==> config.mk <==
export PLATFORM = sky130hd
export DESIGN_NAME = duck_controller
export DESIGN_NICKNAME = d
export VERILOG_FILES = /design/src/rtl/duck_controller.sv
export SDC_FILE = /design/constraint.sdc
export NUM_CORES = 1
export LEC_CHECK = 0
export ABC_AREA = 1
export BUFFER_PORTS_ARGS = -buffer_cell sky130_fd_sc_hd__buf_2
export CORE_MARGIN = 2
export CORE_UTILIZATION = 57
export CTS_CLUSTER_SIZE = 28
export DETAILED_ROUTE_END_ITERATION = 8
export PLACE_DENSITY_LB_ADDON = 0.12
export SETUP_SLACK_MARGIN = 0.05
export SLEW_MARGIN = 20
export SYNTH_ARGS = -nofsm -noshare
export SYNTH_HDL_FRONTEND = slang
export SYNTH_SLANG_ARGS = --single-unit
==> constraint.sdc <==
create_clock -name Clk -period 5.6 [get_ports Clk]
set_input_delay 0.56 -clock Clk [delete_from_list [all_inputs] [get_ports Clk]]
set_output_delay 0.56 -clock Clk [all_outputs]
set_load 0.02 [all_outputs]
==> src/rtl/duck_controller.sv <==
// Duck Hunt duck controller: flight FSM, shot handling and sprite addressing.
// Optional DUCK_JITTER_EN adds an LFSR that randomises vertical direction on X bounces.
module duck_controller #(
  parameter int X_MAX         = 575,
  parameter int GROUND_Y      = 352,
  parameter int SPEED         = 2,
  parameter int ESCAPE_FRAMES = 600,
  parameter int HIT_FRAMES    = 30
) (
  input  logic        Clk,
  input  logic        Reset,
  input  logic        frame_clk,
  input  logic        launch,
  input  logic        trigger,
  input  logic [9:0]  DrawX,
  input  logic [9:0]  DrawY,
  input  logic [9:0]  cursor_x,
  input  logic [9:0]  cursor_y,
  output logic        is_duck,
  output logic [15:0] duck_addr,
  output logic [2:0]  duck_state,
  output logic [1:0]  shots_left,
  output logic        hit,
  output logic        escaped
);

  typedef enum logic [2:0] {
    IDLE   = 3'd0,
    FLY    = 3'd1,
    HIT    = 3'd2,
    FALL   = 3'd3,
    ESCAPE = 3'd4
  } state_t;

  localparam logic signed [10:0] SPD     = 11'(SPEED);
  localparam logic signed [10:0] XMAX_S  = 11'(X_MAX);
  localparam logic signed [10:0] GND_S   = 11'(GROUND_Y);
  localparam logic signed [10:0] DROP    = 11'sd4;
  localparam logic [15:0]        ESC_LIM = 16'(ESCAPE_FRAMES);
  localparam logic [15:0]        HIT_LIM = 16'(HIT_FRAMES - 1);

  function automatic logic signed [10:0] clamp(input logic signed [10:0] v,
                                               input logic signed [10:0] hi);
    if (v < 11'sd0)  return 11'sd0;
    else if (v > hi) return hi;
    else             return v;
  endfunction

  function automatic logic in_box(input logic signed [10:0] px, input logic signed [10:0] py,
                                  input logic signed [10:0] bx, input logic signed [10:0] by);
    return (px >= bx) && (px <= bx + 11'sd63) && (py >= by) && (py <= by + 11'sd63);
  endfunction

  function automatic logic [1:0] flap_next(input logic [1:0] f);
    return (f == 2'd2) ? 2'd0 : f + 2'd1;
  endfunction

  state_t state_q, state_d;

  logic frame_sync_p0, frame_sync_p1, frame_sync_p2;
  logic trig_sync_p0, trig_sync_p1, trig_sync_p2;
  logic frame_tick, shot;

  logic signed [10:0] x_q, y_q, vx_q, vy_q;
  logic [1:0]         shots_q;
  logic [15:0]        frame_cnt_q, hit_cnt_q;
  logic [2:0]         flap_div_q;
  logic [1:0]         flap_q;
  logic               hit_q, esc_q;

  logic signed [10:0] nx, ny, nx_c, ny_c, fy, ey, fall_y, esc_y;
  logic               bounce_x, bounce_y, fall_done, esc_done;
  logic               shot_ok, hit_now;
  logic [2:0]         sprite_frame;
  logic [5:0]         ox, oy, col;

  // Two-flop synchronizers plus one edge-detect flop for each async input
  always_ff @(posedge Clk or negedge Reset) begin
    if (!Reset) begin
      frame_sync_p0 <= 1'b0;
      frame_sync_p1 <= 1'b0;
      frame_sync_p2 <= 1'b0;
      trig_sync_p0  <= 1'b0;
      trig_sync_p1  <= 1'b0;
      trig_sync_p2  <= 1'b0;
    end else begin
      frame_sync_p0 <= frame_clk;
      frame_sync_p1 <= frame_sync_p0;
      frame_sync_p2 <= frame_sync_p1;
      trig_sync_p0  <= trigger;
      trig_sync_p1  <= trig_sync_p0;
      trig_sync_p2  <= trig_sync_p1;
    end
  end

  assign frame_tick = frame_sync_p1 & ~frame_sync_p2;
  assign shot       = trig_sync_p1 & ~trig_sync_p2;

`ifdef DUCK_JITTER_EN
  logic [15:0] lfsr_q;

  always_ff @(posedge Clk or negedge Reset) begin
    if (!Reset) lfsr_q <= 16'hACE1;
    else        lfsr_q <= {lfsr_q[14:0], lfsr_q[15] ^ lfsr_q[13] ^ lfsr_q[12] ^ lfsr_q[10]};
  end
`endif

  always_comb begin
    nx        = x_q + vx_q;
    ny        = y_q + vy_q;
    nx_c      = clamp(nx, XMAX_S);
    ny_c      = clamp(ny, GND_S);
    bounce_x  = (nx < 11'sd0) || (nx > XMAX_S);
    bounce_y  = (ny < 11'sd0) || (ny > GND_S);
    fy        = y_q + DROP;
    ey        = y_q - DROP;
    fall_y    = clamp(fy, GND_S);
    esc_y     = clamp(ey, GND_S);
    fall_done = (fy >= GND_S);
    esc_done  = (ey <= 11'sd0);
    shot_ok   = (state_q == FLY) && shot && (shots_q != 2'd0);
    // Hit test always sees the position before this cycle's motion
    hit_now   = shot_ok && in_box($signed({1'b0, cursor_x}), $signed({1'b0, cursor_y}), x_q, y_q);
  end

  always_ff @(posedge Clk or negedge Reset) begin
    if (!Reset) state_q <= IDLE;
    else        state_q <= state_d;
  end

  always_comb begin
    state_d = state_q;
    case (state_q)
      IDLE:    if (launch) state_d = FLY;
      FLY: begin
        if (hit_now)
          state_d = HIT;
        else if ((shot_ok && shots_q == 2'd1) || frame_cnt_q >= ESC_LIM)
          state_d = ESCAPE;
      end
      HIT:     if (frame_tick && hit_cnt_q == HIT_LIM) state_d = FALL;
      FALL:    if (frame_tick && fall_done) state_d = IDLE;
      ESCAPE:  if (frame_tick && esc_done) state_d = IDLE;
      default: state_d = IDLE;
    endcase
  end

  always_comb begin
    duck_state   = state_q;
    sprite_frame = 3'd0;
    case (state_q)
      FLY, ESCAPE: sprite_frame = {1'b0, flap_q};
      HIT:         sprite_frame = 3'd3;
      FALL:        sprite_frame = 3'd4;
      default:     sprite_frame = 3'd0;
    endcase
  end

  always_ff @(posedge Clk or negedge Reset) begin
    if (!Reset) begin
      x_q         <= 11'sd0;
      y_q         <= GND_S;
      vx_q        <= SPD;
      vy_q        <= -SPD;
      shots_q     <= 2'd0;
      frame_cnt_q <= 16'd0;
      hit_cnt_q   <= 16'd0;
      flap_div_q  <= 3'd0;
      flap_q      <= 2'd0;
      hit_q       <= 1'b0;
      esc_q       <= 1'b0;
    end else begin
      hit_q <= 1'b0;
      esc_q <= 1'b0;
      case (state_q)
        IDLE: begin
          if (launch) begin
            x_q         <= 11'sd0;
            y_q         <= GND_S;
            vx_q        <= SPD;
            vy_q        <= -SPD;
            shots_q     <= 2'd3;
            frame_cnt_q <= 16'd0;
            hit_cnt_q   <= 16'd0;
            flap_div_q  <= 3'd0;
            flap_q      <= 2'd0;
          end
        end
        FLY: begin
          if (shot_ok) shots_q <= shots_q - 2'd1;
          if (hit_now) begin
            hit_q     <= 1'b1;
            hit_cnt_q <= 16'd0;
          end else if (frame_tick) begin
            x_q         <= nx_c;
            y_q         <= ny_c;
            frame_cnt_q <= frame_cnt_q + 16'd1;
            flap_div_q  <= flap_div_q + 3'd1;
            if (flap_div_q == 3'd7) flap_q <= flap_next(flap_q);
            if (bounce_x) vx_q <= -vx_q;
`ifdef DUCK_JITTER_EN
            if (bounce_x)      vy_q <= lfsr_q[0] ? -SPD : SPD;
            else if (bounce_y) vy_q <= -vy_q;
`else
            if (bounce_y) vy_q <= -vy_q;
`endif
          end
        end
        HIT:  if (frame_tick) hit_cnt_q <= hit_cnt_q + 16'd1;
        FALL: if (frame_tick) y_q <= fall_y;
        ESCAPE: begin
          if (frame_tick) begin
            y_q        <= esc_y;
            flap_div_q <= flap_div_q + 3'd1;
            if (flap_div_q == 3'd7) flap_q <= flap_next(flap_q);
            if (esc_done) esc_q <= 1'b1;
          end
        end
        default: ;
      endcase
    end
  end

  assign shots_left = shots_q;
  assign hit        = hit_q;
  assign escaped    = esc_q;

  // Sprite is 64x64, mirrored horizontally when flying left
  always_comb begin
    is_duck   = (state_q != IDLE) &&
                in_box($signed({1'b0, DrawX}), $signed({1'b0, DrawY}), x_q, y_q);
    ox        = DrawX[5:0] - x_q[5:0];
    oy        = DrawY[5:0] - y_q[5:0];
    col       = vx_q[10] ? ~ox : ox;
    duck_addr = is_duck ? {1'b0, sprite_frame, oy, col} : 16'd0;
  end

endmodule

After elaboration in Yosys (flattened, before gate mapping):

Index checks and enable logic that the tools add are counted.

* muxes and demuxes: 63
* equality and inequality tests: 22
* magnitude comparators: 19
* bitwise logic cells: 5
* reductions and logical operators: 33
* add/subtract/negate cells: 15

Operators by type and width (number)
* 11-bit 2-to-1 mux: 24
* 16-bit 2-to-1 mux: 5
* 11-bit one-hot mux with 2 select lines: 3
* 16-bit one-hot mux with 3 select lines: 1
* 11-bit greater-or-equal comparator: 4
* 11-bit <= comparator: 4
* 11-bit by 1-bit < comparator with 1-bit output, second input constant: 4
* 11-bit one-hot mux with 4 select lines: 1
* 11-bit by 10-bit greater-than comparator with 1-bit output, second input constant: 3
* 16-bit by 1-bit adder with 16-bit output, second input constant: 2
* 16-bit one-hot mux with 2 select lines: 1
* 3-bit 2-to-1 mux: 9
* 2-bit inequality test, second input constant: 13
* 11-bit adder: 2
* 11-bit by 7-bit adder with 11-bit output, second input constant: 2
* 11-bit negator: 2
* 3-bit one-hot mux with 3 select lines: 2
* 16-bit by 5-bit equality test with 1-bit output, second input constant: 1
* 16-bit by 10-bit greater-or-equal comparator with 1-bit output, second input constant: 1
* 15-bit 2-to-1 mux: 1
* 3-bit one-hot mux with 5 select lines: 1
* 5-bit AND reduction: 3
* 1-bit logical AND: 14
* 2-bit 2-to-1 mux: 7
* other kinds (31): 47

* bits of input ports: 45
* register bits after elaboration: 94
* output and inout bits: 24

Logic depth before layout (Yosys ltp):

Gate-level depths: netlist (run 1).

* depth after elaboration: 9
* mapped depth: 24
* mapped depth without buffers: 23

Worst setup path before layout (run 1):

OpenSTA, ideal clock, no wires.

* path type: register to output
* from: register y_q[2]
* to: output port duck_addr[10]
* path buffers: 1
* stages on the path, launching flop included: 18
* data arrival time: 3.205 ns
* data required time: 5.040 ns
* path slack: 1.835 ns
* cells stage by stage: dfrtp_1 > inv_1 > ha_1 > a21boi_1 > nand2_1 > xor2_1 > ha_1 > nand2_1 > nor2_1 > nor2_1 > nand2_1 > a21oi_1 > o21ai_0 > a21o_1 > o21ai_0 > nand4_1 > clkbuf_1 > nor3_1

* cells in the longest elaborated chain, start to end: 5
* elaborated cells on any way between the ends: 8
* those cells by class: 2 x add/sub; 2 x order compare; 1 x mux; 3 x reduce/logical

Ends and longest elaborated chain
* start, declared: line 64 `logic signed [10:0] x_q, y_q, vx_q, vy_q;`
* start signal, assigned: line 196 `y_q <= ny_c;`
* start signal, assigned: line 210 `FALL: if (frame_tick) y_q <= fall_y;`
* start signal, assigned: line 213 `y_q <= esc_y;`
* 11-bit by 7-bit adder with 11-bit output or 11-bit greater-or-equal comparator (tied branches): line 51 `return (px >= bx) && (px <= bx + 11'sd63) && (py >= by) && (py <= by + 11'sd63);`
* 11-bit <= comparator or 1-bit logical AND (tied branches): line 51
* 1-bit logical AND: line 51
* 1-bit logical AND: line 230 `is_duck = (state_q != IDLE) &&`
* 15-bit 2-to-1 mux *: line 235 `duck_addr = is_duck ? {1'b0, sprite_frame, oy, col} : 16'd0;`
* end, declared: line 20 `output logic [15:0] duck_addr,`

Mark *: on every way between the ends. The rest lies on a longest branch, timed or not.

Worst setup path after layout (run 1):

* from: register y_q[2]
* to: output port is_duck

* cells in the longest elaborated chain, start to end: 4
* elaborated cells on any way between the ends: 6
* those cells by class: 1 x add/sub; 2 x order compare; 3 x reduce/logical

Ends and longest elaborated chain
* 11-bit by 7-bit adder with 11-bit output or 11-bit greater-or-equal comparator (tied branches): line 51
* 11-bit <= comparator or 1-bit logical AND (tied branches): line 51
* 1-bit logical AND *: line 51
* 1-bit logical AND *: line 230
* end, declared: line 19 `output logic is_duck,`

Marked as above.

==> results of run 1 <==
final timing paths:
check | end | slack (ns) | depth (start not counted)
setup / recovery | is_duck | 0.90 | 17
hold / removal | frame_cnt_q[1] | 0.17 | 1
setup reg to reg | x_q[2] | 1.63 | 19
hold reg to reg | frame_sync_p1 | 0.35 | 0
max in group asynchronous | hit_cnt_q[12] | 4.38 | 2
min in group Clk | frame_sync_p0 | 0.31 | 1
synthesized netlist by cell type (all sizes together), types with 9 or more instances:
library cell and number:
ha 115, nor3 41, a21oi 66, or2 11, dfstp 14, xnor2 13, nand4 38, buf 14
o21ai 58, dfrtp 76, nor2 155, nand2 358, clkbuf 9, xor2 69, nand3 106, nor4 9
inv 150
flip-flops by register name (all words and copies together), names as in the netlist, 2 cells and up:
register,cells
shots_left,2
flap_q,2
frame_cnt_q,16
y_q,10
x_q,10
flap_div_q,3
duck_state,3
vx_q,10
hit_cnt_q,16
vy_q,10
metrics by stage:
stage / setup WS [ns] / hold WS (ns) / total power [W] / instances / util [%]
3_3_place_gp: 1.38 / 0.334 / 0.00426 / 1619 / 61.6
3_5_place_dp: 1.30 / 0.337 / 0.00431 / 1619 / 61.6
2_1_floorplan: 1.84 / 0.264 / 0.00357 / 1356 / -
4_1_cts: 0.915 / 0.198 / 0.00502 / 1635 / 63.7
6_report: 0.904 / 0.171 / 0.00503 / 1635 / 63.7
5_1_grt: 0.444 / 0.223 / 0.00555 / 1635 / 63.7
logic make-up after synthesis:
group           Yosys count
flops                    90
simple gates            732
compound gates          156
other cells               1
fa+ha+maj               119
buf+inv                 174
xor+xnor                 82
report_power, final:
part | internal, W | leakage (nW) | switching (W)
Combinational | 0.00113 | 3.81 | 0.00218
Sequential | 0.000825 | 1.17 | 0.000216
Clock | 0.000399 | 0.159 | 0.000283
worst reg2reg max path: stages, from the launching register on:
cell and delay [ns]:
dfrtp_1 0.49, inv_1 0.24, ha_1 0.27, a21boi_1 0.29
nand2_1 0.13, xor2_1 0.18, ha_1 0.34, nand2_1 0.10
nor2_1 0.14, nand2_1 0.06, nand2_1 0.07, nand2_1 0.04
nand2_1 0.05, nand2_1 0.04, nand2_1 0.07, a21oi_2 0.07
nand2_4 0.14, nand2_4 0.10, nor2_4 0.73, o21ai_0 0.24
routing by layer:
| metal | vias to the layer above | wire length, um |
|---|---|---|
| li1 | 4585 | - |
| met1 | 4119 | 11000 |
| met2 | 257 | 10600 |
| met3 | 30 | 1370 |
| met4 | 0 | 478 |
| met5 | - | 0 |
final cells by class:
type | count | area share, %
tap | 216 | 2.67
inverter | 151 | 5.60
sequential | 90 | 22.4
clock buffer | 9 | 2.23
clock inverter | 7 | 1.09
multi-input combinational | 1092 | 62.4
timing repair buffer | 70 | 3.56
==> flow_summary.json, run 1 <==
{
  "slew_headroom_pct": 35.5,
  "drv_slew": 0,
  "synth_cell_types": 50,
  "end_kind": "output port",
  "rows": 46,
  "synth_flop_cell": "dfrtp_1",
  "drc": 0,
  "synth_top_family_by_area": "simple AND/OR/NAND/NOR gates",
  "synthSimpleGateAreaFrac_pct": 34.3,
  "path_clk_slew_ns": 0.07,
  "cp_num_buf_inv": 2,
  "status": "complete, no violations",
  "insertion_delay_ns": 0.35,
  "dr.first_iter.drc_count": 726,
  "grt_pass1_vias": 8076,
  "synth_fa_ha_area_share_pct": 16.4,
  "hp-class": "in2async",
  "start_util_pct": 58.3,
  "crit_family": "simple AND/OR/NAND/NOR gates",
  "maxCapViolCount": 0,
  "arrival_ns": 4.14,
  "track_usage_pct": 27.3,
  "synth_xor_area_share_pct": 7.75,
  "critPathLaunch": "y_q[2]",
  "multi_input_area_um2": 6310,
  "clock-sinks": 90,
  "dpl-instance-area_um2": 9780,
  "path_cells": "inv_1, ha_1, a21boi_1, nand2_1, xor2_1, ha_1, nand2_1, nor2_1, nor2_1, nand2_1, a21oi_1, o21ai_0, a21o_1, o21ai_0, nand4_1, nor2_1, buf_2",
  "vias": 8991,
  "fmax_mhz": 213,
  "fin_worst_skew_ns": 0.00709,
  "regArea_um2": 2270,
  "grt_pass1_wl_um": 38900,
  "ant_nets": 0,
  "hold_violations": 0,
  "ios": 69,
  "yosys_warnings": 0,
  "cp_slowest_cell": "nand4_1",
  "synth-compound-area-share_pct": 9.59,
  "fin_area_um2": 10100,
  "coreArea_um2": 15900,
  "drt_wl_total_um": 23400,
  "cts_hold_buf": 0,
  "critical_path_class": "reg2out",
  "power.density_nw_per_um2": 497,
  "yosys.area.top_type_share_pct": 20.5,
  "leakage_nw": 5.14,
  "viasPerCell": 5.50,
  "netlist_area_um2": 9270,
  "avgSynthCellArea_um2": 6.84,
  "post-cts-setup-buffer-count": 0,
  "finalSetupViolCount": 0,
  "grt_util_met3_pct": 3.16,
  "synth-async-reset-ratio_pct": 100,
  "synth_edf_count": 0,
  "diodes": 0,
  "place_congestion": 0.949,
  "clockBufferDepth": 2,
  "areaGrowthSynthToFinish_pct": 9.17,
  "grt_max_degree": 51,
  "die-area_um2": 17300,
  "r2r_start": "y_q[2]",
  "port_buffers": 67,
  "cts_resized": 0,
  "ys_top_cells_by_area": "dfrtp_1 21%, ha_1 16%, nand2_1 14%",
  "ys_ff_latch": 90,
  "drt_first_pass_iters": 5,
  "worstMarginPinSlew_ns": 0.966,
  "fin_setup_tns_ns": 0,
  "grt_use_met1_pct": 38.3,
  "cts_buffers": 9,
  "grt_use_met2_pct": 44.2,
  "cts_tree": "done",
  "yosysTopAreaCell": "dfrtp_1",
  "drive_above_1_share_pct": 9.80,
  "slowest_delay_ns": 0.50,
  "fillers": 1521,
  "globalRoute.busiestLayer": "met2",
  "die_y_um": 132,
  "final_nets": 1578,
  "root_buffer": "clkbuf_16",
  "muxShareOfSynthArea_pct": 0,
  "path_max_fanout": 16,
  "required_ns": 5.04,
  "grt_antenna_before_repair": 0,
  "rsz0062_at_grt": "false",
  "die_w_um": 132,
  "overflow": 0,
  "dp_hpwl_um": 18700,
  "final_common_cell": "nand2_1",
  "wl_per_cell_um": 14.3,
  "ir_drop_mv": 0.279,
  "htree_num_levels": 3,
  "post-route-min-period_ns": 4.70,
  "start_kind": "flip-flop",
  "layout_common_cells": "350 x nand2_1, 150 x nor2_1, 141 x inv_1",
  "period_share_pct": 83.9,
  "seq_area_frac_synth_pct": 24.5,
  "syn_inst": 1354
}
No activity file was read; power rests on OpenSTA's default activity.
==> inputs of run 2 (changes only) <==
Clock period 5.6 ns to 4.53 ns, I/O delays scaled along.
==> run 2 against run 1 <==
Critical path depth grew 1. Sequential share of layout area is essentially flat. Clock skew is essentially flat. Sequential cell count is the same. Via count shrank 0.72%. Combinational power grew 24%. Largest power group unchanged.
==> flow_summary.json, run 2 (synthesis results as in run 1) <==
{
  "status": "complete, no violations",
  "drt_first_pass_iters": 5,
  "worstMarginPinSlew_ns": 0.689,
  "drt_wl_total_um": 23400,
  "post-cts-setup-buffer-count": 0,
  "dp_hpwl_um": 19000,
  "wl_per_cell_um": 14.3,
  "grt_max_degree": 52,
  "crit_cells": 18,
  "power.density_nw_per_um2": 610,
  "globalRoute.busiestLayer": "met2",
  "grt_pass1_vias": 8120,
  "coreArea_um2": 15900,
  "rsz0062_at_grt": "false",
  "layout.cells.non_filler": 1640,
  "critPathLaunch": "y_q[3]",
  "grt_use_met2_pct": 44.2,
  "viasPerCell": 5.44,
  "grt_util_met3_pct": 3.32,
  "arrival_ns": 3.56,
  "reg_top3": "frame_cnt_q: 16 flops, hit_cnt_q: 16 flops",
  "regArea_um2": 2270,
  "overflow": 0,
  "path_max_fanout": 16,
  "critical_path_class": "reg2out",
  "cts_hold_buf": 0,
  "fmax_mhz": 249,
  "port_buffers": 67,
  "power_frac_seq_pct": 20.7,
  "cts_tree": "done",
  "intPower_w": 0.00290,
  "vias": 8926,
  "fin_area_um2": 10100,
  "end_kind": "output port",
  "fin_worst_skew_ns": 0.00707,
  "die-area_um2": 17300,
  "dp_cells": 1624,
  "hp-class": "in2async",
  "maxCapViolCount": 0,
  "post-route-min-period_ns": 4.02,
  "cp_num_buf_inv": 3,
  "insertion_delay_ns": 0.35,
  "timing.final.ws_setup_ns": 0.514,
  "diodes": 0,
  "path_cells": "inv_1, ha_1, a21boi_1, nand2_1, xor2_1, ha_1, nand2_1, nor2_1, nor2_1, nand2_1, a21oi_1, o21ai_0, a21o_1, o21ai_0, nand4_1, buf_4, nor2_1, buf_2",
  "track_usage_pct": 27.2,
  "slowest_delay_ns": 0.47,
  "cts_buffers": 9,
  "path_clk_slew_ns": 0.07,
  "swShare_pct": 53.1,
  "start_kind": "flip-flop",
  "rows": 46,
  "clockBufferDepth": 2,
  "r2r_start": "y_q[3]",
  "fin_setup_tns_ns": 0,
  "required_ns": 4.08,
  "dpl-instance-area_um2": 9820,
  "period_share_pct": 88.7,
  "reg2reg_depth": 20,
  "crit_end": "is_duck",
  "drc": 0,
  "grt_pass1_wl_um": 38600,
  "ant_nets": 0,
  "start_util_pct": 58.3,
  "final_nets": 1583,
  "crit_family": "compound AO/OA/AOI/OAI gates",
  "grt_antenna_before_repair": 0,
  "clock-sinks": 90,
  "r2r_setup_slack_ns": 0.94,
  "cp_slowest_cell": "dfrtp_1",
  "cts_resized": 0,
  "layout_common_cells": "350 x nand2_1, 150 x nor2_1, 141 x inv_1",
  "fillers": 1515,
  "htree_num_levels": 3,
  "areaGrowthSynthToFinish_pct": 9.34,
  "hold_violations": 0,
  "final_common_cell": "nand2_1",
  "ios": 69,
  "leakage_nw": 5.16,
  "slew_headroom_pct": 53.9,
  "multi_input_area_um2": 6310,
  "p_sw_w": 0.00328,
  "post-place-ws_ns": 0.897,
  "drv_slew": 0,
  "r2r_end": "hit_cnt_q[8]",
  "grt_use_met1_pct": 37.9,
  "drive_above_1_share_pct": 10.1,
  "die_y_um": 132,
  "root_buffer": "clkbuf_16",
  "dr.first_iter.drc_count": 575,
  "die_w_um": 132,
  "ir_drop_mv": 0.293,
  "finalSetupViolCount": 0,
  "place_congestion": 0.949,
  "pwr-share-clk_pct": 12.7,
  "p_comb_share_pct": 66.6
}
-- run 2: cell types whose count changed in the layout (fill, tap and decap cells not counted), sizes merged --
cell	change
buf	+5
bufinv	-1
clkbuf	+2
clkinv	+1
clkinvlp	-1
inv	-1
-- run 2: metrics by stage --
stage	power [W]	util (%)	hold slack [ns]
2_1_floorplan	0.00442	-	0.157
6_report	0.00618	63.8	0.0578
4_1_cts	0.00616	63.8	0.0732
3_3_place_gp	0.00529	61.8	0.333
3_5_place_dp	0.00535	61.8	0.335
5_1_grt	0.00683	63.8	0.0959
-- run 2: cell type report --
cell class                 instances  area share (%)
clock inverter                     5           0.605
multi-input combinational       1092            62.3
clock buffer                      11            2.49
timing repair buffer              75            3.93
sequential                        90            22.4
tap                              216            2.67
inverter                         151            5.59
-- run 2: power groups by stage --
stage | clock (W) | sequential [W] | combinational (W)
2_1_floorplan | 0 | 0.00121 | 0.00321
3_5_place_dp | 0 | 0.00129 | 0.00406
6_report | 0.000786 | 0.00128 | 0.00411
5_1_grt | 0.000839 | 0.00131 | 0.00468
3_3_place_gp | 0 | 0.00129 | 0.00400
4_1_cts | 0.000806 | 0.00128 | 0.00408
-- run 2: layer usage --
metal | vias up | routed length, um
li1 | 4598 | -
met3 | 39 | 1200
met2 | 221 | 10600
met1 | 4068 | 11100
met5 | - | 0
met4 | 0 | 486
-- run 2: worst min path at each step --
| stage | start | end | slack (ns) |
|---|---|---|---|
| floorplan | Reset | duck_state[0] | 0.16 |
| global placement | trig_sync_p0 | trig_sync_p1 | 0.33 |
| detailed placement | trig_sync_p0 | trig_sync_p1 | 0.33 |
| CTS | Reset | frame_cnt_q[6] | 0.07 |
| global route | Reset | frame_cnt_q[6] | 0.1 |
| finish | Reset | frame_cnt_q[6] | 0.06 |
